===== src/rtl/guess_grader.sv =====
// Grades a 12-bit guess against the loaded master pattern, producing Znarly/Zood
// counts over nine cycles and tracking rounds, win and game-over status.
module guess_grader #(
   parameter int MAX_ROUNDS = 8
) (
   input  logic        clock,
   input  logic        reset_N,
   input  logic [11:0] masterPattern,
   input  logic        masterLoaded,
   input  logic [11:0] guess,
   input  logic        gradeIt,
   output logic        busy,
   output logic [2:0]  znarly,
   output logic [2:0]  zood,
   output logic        gradeValid,
   output logic [3:0]  roundNumber,
   output logic        gameWon,
   output logic        gameOver
);

   typedef enum logic [1:0] {IDLE, ZNARLY, COUNT, DONE} state_t;

   localparam logic [3:0] MaxRounds = 4'(MAX_ROUNDS);

   state_t      state_q, state_d;
   logic [11:0] guessCopy_q, guessCopy_d;
   logic [11:0] masterCopy_q, masterCopy_d;
   logic [2:0]  znarlyAcc_q, znarlyAcc_d;
   logic [2:0]  total_q, total_d;
   logic [2:0]  shape_q, shape_d;
   logic [2:0]  znarly_q, znarly_d;
   logic [2:0]  zood_q, zood_d;
   logic        gradeValid_q, gradeValid_d;
   logic [3:0]  round_q, round_d;
   logic        gameWon_q, gameWon_d;
   logic        gameOver_q, gameOver_d;

   logic [2:0]  masterCount, guessCount;
   logic [3:0]  roundNext;

   function automatic logic [2:0] countShape(input logic [11:0] pat, input logic [2:0] shape);
      logic [2:0] n;
      n = '0;
      for (int i = 0; i < 4; i++) begin
         if (pat[i*3 +: 3] == shape) n = n + 3'd1;
      end
      return n;
   endfunction

   // Empty codes (000, 111) never count as a positional match.
   function automatic logic [2:0] slotMatches(input logic [11:0] a, input logic [11:0] b);
      logic [2:0] n;
      n = '0;
      for (int i = 0; i < 4; i++) begin
         if (a[i*3 +: 3] == b[i*3 +: 3] && a[i*3 +: 3] != 3'b000 && a[i*3 +: 3] != 3'b111)
            n = n + 3'd1;
      end
      return n;
   endfunction

   always_comb begin
      state_d      = state_q;
      guessCopy_d  = guessCopy_q;
      masterCopy_d = masterCopy_q;
      znarlyAcc_d  = znarlyAcc_q;
      total_d      = total_q;
      shape_d      = shape_q;
      znarly_d     = znarly_q;
      zood_d       = zood_q;
      gradeValid_d = 1'b0;
      round_d      = round_q;
      gameWon_d    = gameWon_q;
      gameOver_d   = gameOver_q;
      masterCount  = countShape(masterCopy_q, shape_q);
      guessCount   = countShape(guessCopy_q, shape_q);
      roundNext    = (round_q == 4'd15) ? 4'd15 : round_q + 4'd1;

      case (state_q)
         IDLE: begin
            if (gradeIt && masterLoaded && !gameOver_q) begin
               guessCopy_d  = guess;
               masterCopy_d = masterPattern;
               znarlyAcc_d  = '0;
               total_d      = '0;
               state_d      = ZNARLY;
            end
         end
         ZNARLY: begin
            znarlyAcc_d = slotMatches(guessCopy_q, masterCopy_q);
            shape_d     = 3'd1;
            state_d     = COUNT;
         end
         COUNT: begin
            total_d = total_q + ((masterCount < guessCount) ? masterCount : guessCount);
            if (shape_q == 3'd6) state_d = DONE;
            else                 shape_d = shape_q + 3'd1;
         end
         DONE: begin
            znarly_d     = znarlyAcc_q;
            zood_d       = total_q - znarlyAcc_q;
            gradeValid_d = 1'b1;
            round_d      = roundNext;
            if (znarlyAcc_q == 3'd4) gameWon_d = 1'b1;
            if (znarlyAcc_q == 3'd4 || roundNext == MaxRounds) gameOver_d = 1'b1;
            state_d      = IDLE;
         end
         default: state_d = IDLE;
      endcase

      // Losing the master pattern abandons the game outright.
      if (!masterLoaded) begin
         state_d      = IDLE;
         gradeValid_d = 1'b0;
         round_d      = '0;
         gameWon_d    = 1'b0;
         gameOver_d   = 1'b0;
         znarly_d     = '0;
         zood_d       = '0;
      end
   end

   always_ff @(posedge clock or negedge reset_N) begin
      if (!reset_N) begin
         state_q      <= IDLE;
         guessCopy_q  <= '0;
         masterCopy_q <= '0;
         znarlyAcc_q  <= '0;
         total_q      <= '0;
         shape_q      <= '0;
         znarly_q     <= '0;
         zood_q       <= '0;
         gradeValid_q <= 1'b0;
         round_q      <= '0;
         gameWon_q    <= 1'b0;
         gameOver_q   <= 1'b0;
      end else begin
         state_q      <= state_d;
         guessCopy_q  <= guessCopy_d;
         masterCopy_q <= masterCopy_d;
         znarlyAcc_q  <= znarlyAcc_d;
         total_q      <= total_d;
         shape_q      <= shape_d;
         znarly_q     <= znarly_d;
         zood_q       <= zood_d;
         gradeValid_q <= gradeValid_d;
         round_q      <= round_d;
         gameWon_q    <= gameWon_d;
         gameOver_q   <= gameOver_d;
      end
   end

   assign busy        = (state_q != IDLE);
   assign znarly      = znarly_q;
   assign zood        = zood_q;
   assign gradeValid  = gradeValid_q;
   assign roundNumber = round_q;
   assign gameWon     = gameWon_q;
   assign gameOver    = gameOver_q;

endmodule


===== config.mk =====
export PLATFORM = sky130hd
export DESIGN_NAME = guess_grader
export DESIGN_NICKNAME = d
export VERILOG_FILES = /design/src/rtl/guess_grader.sv
export SDC_FILE = /design/constraint.sdc
export NUM_CORES = 1
export LEC_CHECK = 0
export CORE_MARGIN = 2
export CORE_UTILIZATION = 56
export CTS_CLUSTER_DIAMETER = 60
export DETAILED_ROUTE_END_ITERATION = 10
export PLACE_DENSITY = 0.81
export SYNTH_ARGS = -nofsm -noshare
export SYNTH_HDL_FRONTEND = slang
export SYNTH_SLANG_ARGS = --single-unit

===== constraint.sdc =====
create_clock -name clock -period 5.22 [get_ports clock]
set_input_delay 1.566 -clock clock [delete_from_list [all_inputs] [get_ports clock]]
set_output_delay 1.566 -clock clock [all_outputs]
set_load 0.01 [all_outputs]

==> impl_results.md <==
* WP data arrival at 4690 ps
* Reg2reg path depth at 20
* Critical Path Start Type: register
* Worst-margin pin slew at 1030 ps
* Syn Area/Cell at 10.5 µm²
* Clock Latency Late Sink at 300 ps
* Commonest non-fill, non-tap cell in the layout: dfrtp_1
* Post-synth ARST share at 1.00
* Number of DRC markers in iteration 0 at 101
* I/O Buffers at 41
* Crit end category: register
* Final Hold Viols at 0
* Number of synthesized flops with an enable pin at 0
* Rel. slew slack at 0.310
* Diodes inserted at 0
* Pwr dens at 536 nW/µm²
* TritonCTS Sinks at 48
* Vias/cell at 5.62
* Wire length of the first global-routing pass at 10.3 mm
* Clk slew on worst S/H paths at 90 ps
* Area after DPL at 3600 µm²
* Largest net degree at the start of global routing at 49
* Slew Limit Fails at 0
* Setup TNS at 0 ps
* Net Sw Power at 0.827 mW
* Crit Path Class: register to register
* Overall routing resource usage at 0.208
* Vias at 2310
* Reg2Reg Setup Slack at 720 ps
* Post-CTS Hold Buffers at 0
* Sw frac at 0.416
* Distinct cells, synth at 47
* Post_cts resized at 0
* Drt first pass iters at 4
* Critical path peak fanout at 12
* Placed wire-length estimate at 4.70 mm
* VDD IR max at 332 µV
* Layout cells sized above 1 at 0.118
* Tightest Hold Check Type: register to register
* Mapped Nets at 352
* Synth top area share at 0.380
* Post-route ant nets at 0
* Reg2Reg Launch Point: shape_q[1]
* Final net count at 390
* H-tree Lvls at 2
* Dpl cells at 403
* Yosys Warn Count at 0
* Hold depth at 1
* Cell taking the most area after synthesis: dfrtp_1
* Worst endpoint required time at 5420 ps
* Die W at 79.1 µm
* Sequential-to-total area share from yosys stat at 0.380
* Reg2reg end: total_q[2]
* CTS Buf Count at 5
* DIE AREA at 6260 µm²
* Int Power at 1.16 mW
* Setup ws final at 722 ps
* CTS tree: built
* WL met2 at 3.01 mm
* WL met1 at 2.88 mm
* Post-route clock period utilization at 0.862
* Post-Syn Instances at 300
* Initial Utilization at 0.577
* CTS root buf: clkbuf_8
* Most frequent cells in the layout: dfrtp_1, clkdlybuf4s50_1, xnor2_1, mux2_2, ha_1
* Clk buf depth at 2
* Global route total overflow at 0
* Leading post-synthesis cells by cell area: dfrtp_1, mux2_2, ha_1
* Hold EP: zood[2]
* Rows at 27
* DRT Wirelength at 6.13 mm
* RSZ-0062 raised after global routing: false
* Max_cap viols at 0
* Initial antenna violation count at 0
* Hold Startpoint: zood[2]
* Clock Skews at 4.31 ps
* Die H at 79.1 µm
* Final worst path period need at 4500 ps
* Flop pwr share at 0.347
* Post-Syn Area at 3160 µm²
* Post-DR wirelength/cell at 14.9 µm
* P&R area growth vs syn at 17.3%
* Max Clk Rate at 0.222 GHz
* DR top layer: met4
* Core area at 5470 µm²
* Worst slack, placed at 816 ps
* Final setup vio count at 0
* Vias in the first global route at 2215
* Yosys reg bits at 48
* Met3 routed WL at 168 µm
* Gp weighted congestion at 0.837
* Remaining DRCs at 0
* Num ports at 42
* Post-route insts no fill at 411
* Finished Cell Area at 3710 µm²
* Clk pwr share at 0.133
* Status: completed
* Post-CTS Setup Bufs at 0
* Leakage Power at 1.62 nW
* Final core utilization at 0.677
* Synth Flop Type: dfrtp_1
* Comb power frac at 0.519
per-layer routing:
layer,track usage,vias to the layer above
met3,0.0330,6
met1,0.286,1133
met4,0.0586,0
met2,0.342,38
met5,0,-
li1,-,1133
logic make-up (layout without fill, tap and decap cells):
logic type,Yosys count,after routing,share of synthesized area
AND/OR/NAND/NOR,72,72,0.128
AO/OA/AOI/OAI,48,48,0.109
flip-flops,48,48,0.380
XOR/XNOR,41,41,0.116
multiplexers,36,36,0.124
buffers and inverters,31,70,0.0428
adder cells (fa/ha/maj),24,24,0.0998
worst max-delay path, cell delays in order, from the launching register on:
cell and delay (ps):
dfrtp_1 710, xnor2_1 200, and3_1 240, ha_1 270, or4_4 550, nand2_1 90, ha_1 140, nand4_1 90
xnor2_1 170, ha_1 280, inv_1 50, a21oi_1 190, a21boi_0 210, nor2_1 60, ha_1 190, fa_1 380
xnor2_1 210, nor2_1 60, nand2_1 60, nand2_1 60, a22o_1 170
metrics by stage:
step | power [mW] | hold WS (ps)
floorplan | 1.48 | 494
global placement | 1.67 | 490
detailed placement | 1.72 | 500
CTS | 1.99 | 521
global route | 2.16 | 552
finish | 1.99 | 519
cell usage after synthesis (all sizes together) (4+ instances only):
library cell,n
mux2i,11
and2,8
a32o,6
xor2,14
o221ai,4
xnor2,27
clkbuf,7
nor2b,8
nand3,7
dfrtp,48
mux2,25
inv,21
nor2,15
ha,22
a31oi,5
o21ai,11
nand2,16
a21oi,8
registers in the layout (all words and copies together), names as in the netlist:
name / count
guessCopy_q: 12
shape_q: 3
gameWon: 1
state_q: 2
total_q: 3
masterCopy_q: 12
gameOver: 1
znarlyAcc_q: 3
znarly: 3
zood: 3
roundNumber: 4
gradeValid: 1
worst max-delay path by stage:
stage / from / to / slack [ps] / cells past startpoint
after floorplan: shape_q[0] / total_q[2] / 1180 / 21
after global placement: shape_q[1] / total_q[2] / 1000 / 20
after detailed placement: shape_q[1] / total_q[2] / 820 / 20
after CTS: shape_q[1] / total_q[2] / 750 / 20
after global routing: shape_q[1] / total_q[2] / 370 / 20
final: shape_q[1] / total_q[2] / 720 / 20
area by class of cell:
| class | instances | area [µm²] |
|---|---|---|
| multi-input combinational | 221 | 1820 |
| sequential | 48 | 1200 |
| fill | 425 | 1770 |
| clock inverter | 2 | 35.0 |
| timing repair buffer | 41 | 405 |
| tap | 72 | 90.1 |
| clock buffer | 6 | 72.6 |
| inverter | 21 | 78.8 |
power groups by stage:
| stage | Sequential, mW | Combinational, mW | Clock, mW |
|---|---|---|---|
| 2_1_floorplan | 0.624 | 0.855 | 0 |
| 3_3_place_gp | 0.688 | 0.987 | 0 |
| 3_5_place_dp | 0.695 | 1.02 | 0 |
| 4_1_cts | 0.689 | 1.03 | 0.270 |
| 5_1_grt | 0.712 | 1.16 | 0.289 |
| 6_report | 0.690 | 1.03 | 0.265 |
Note: power is estimated with default switching activity, not from simulation.
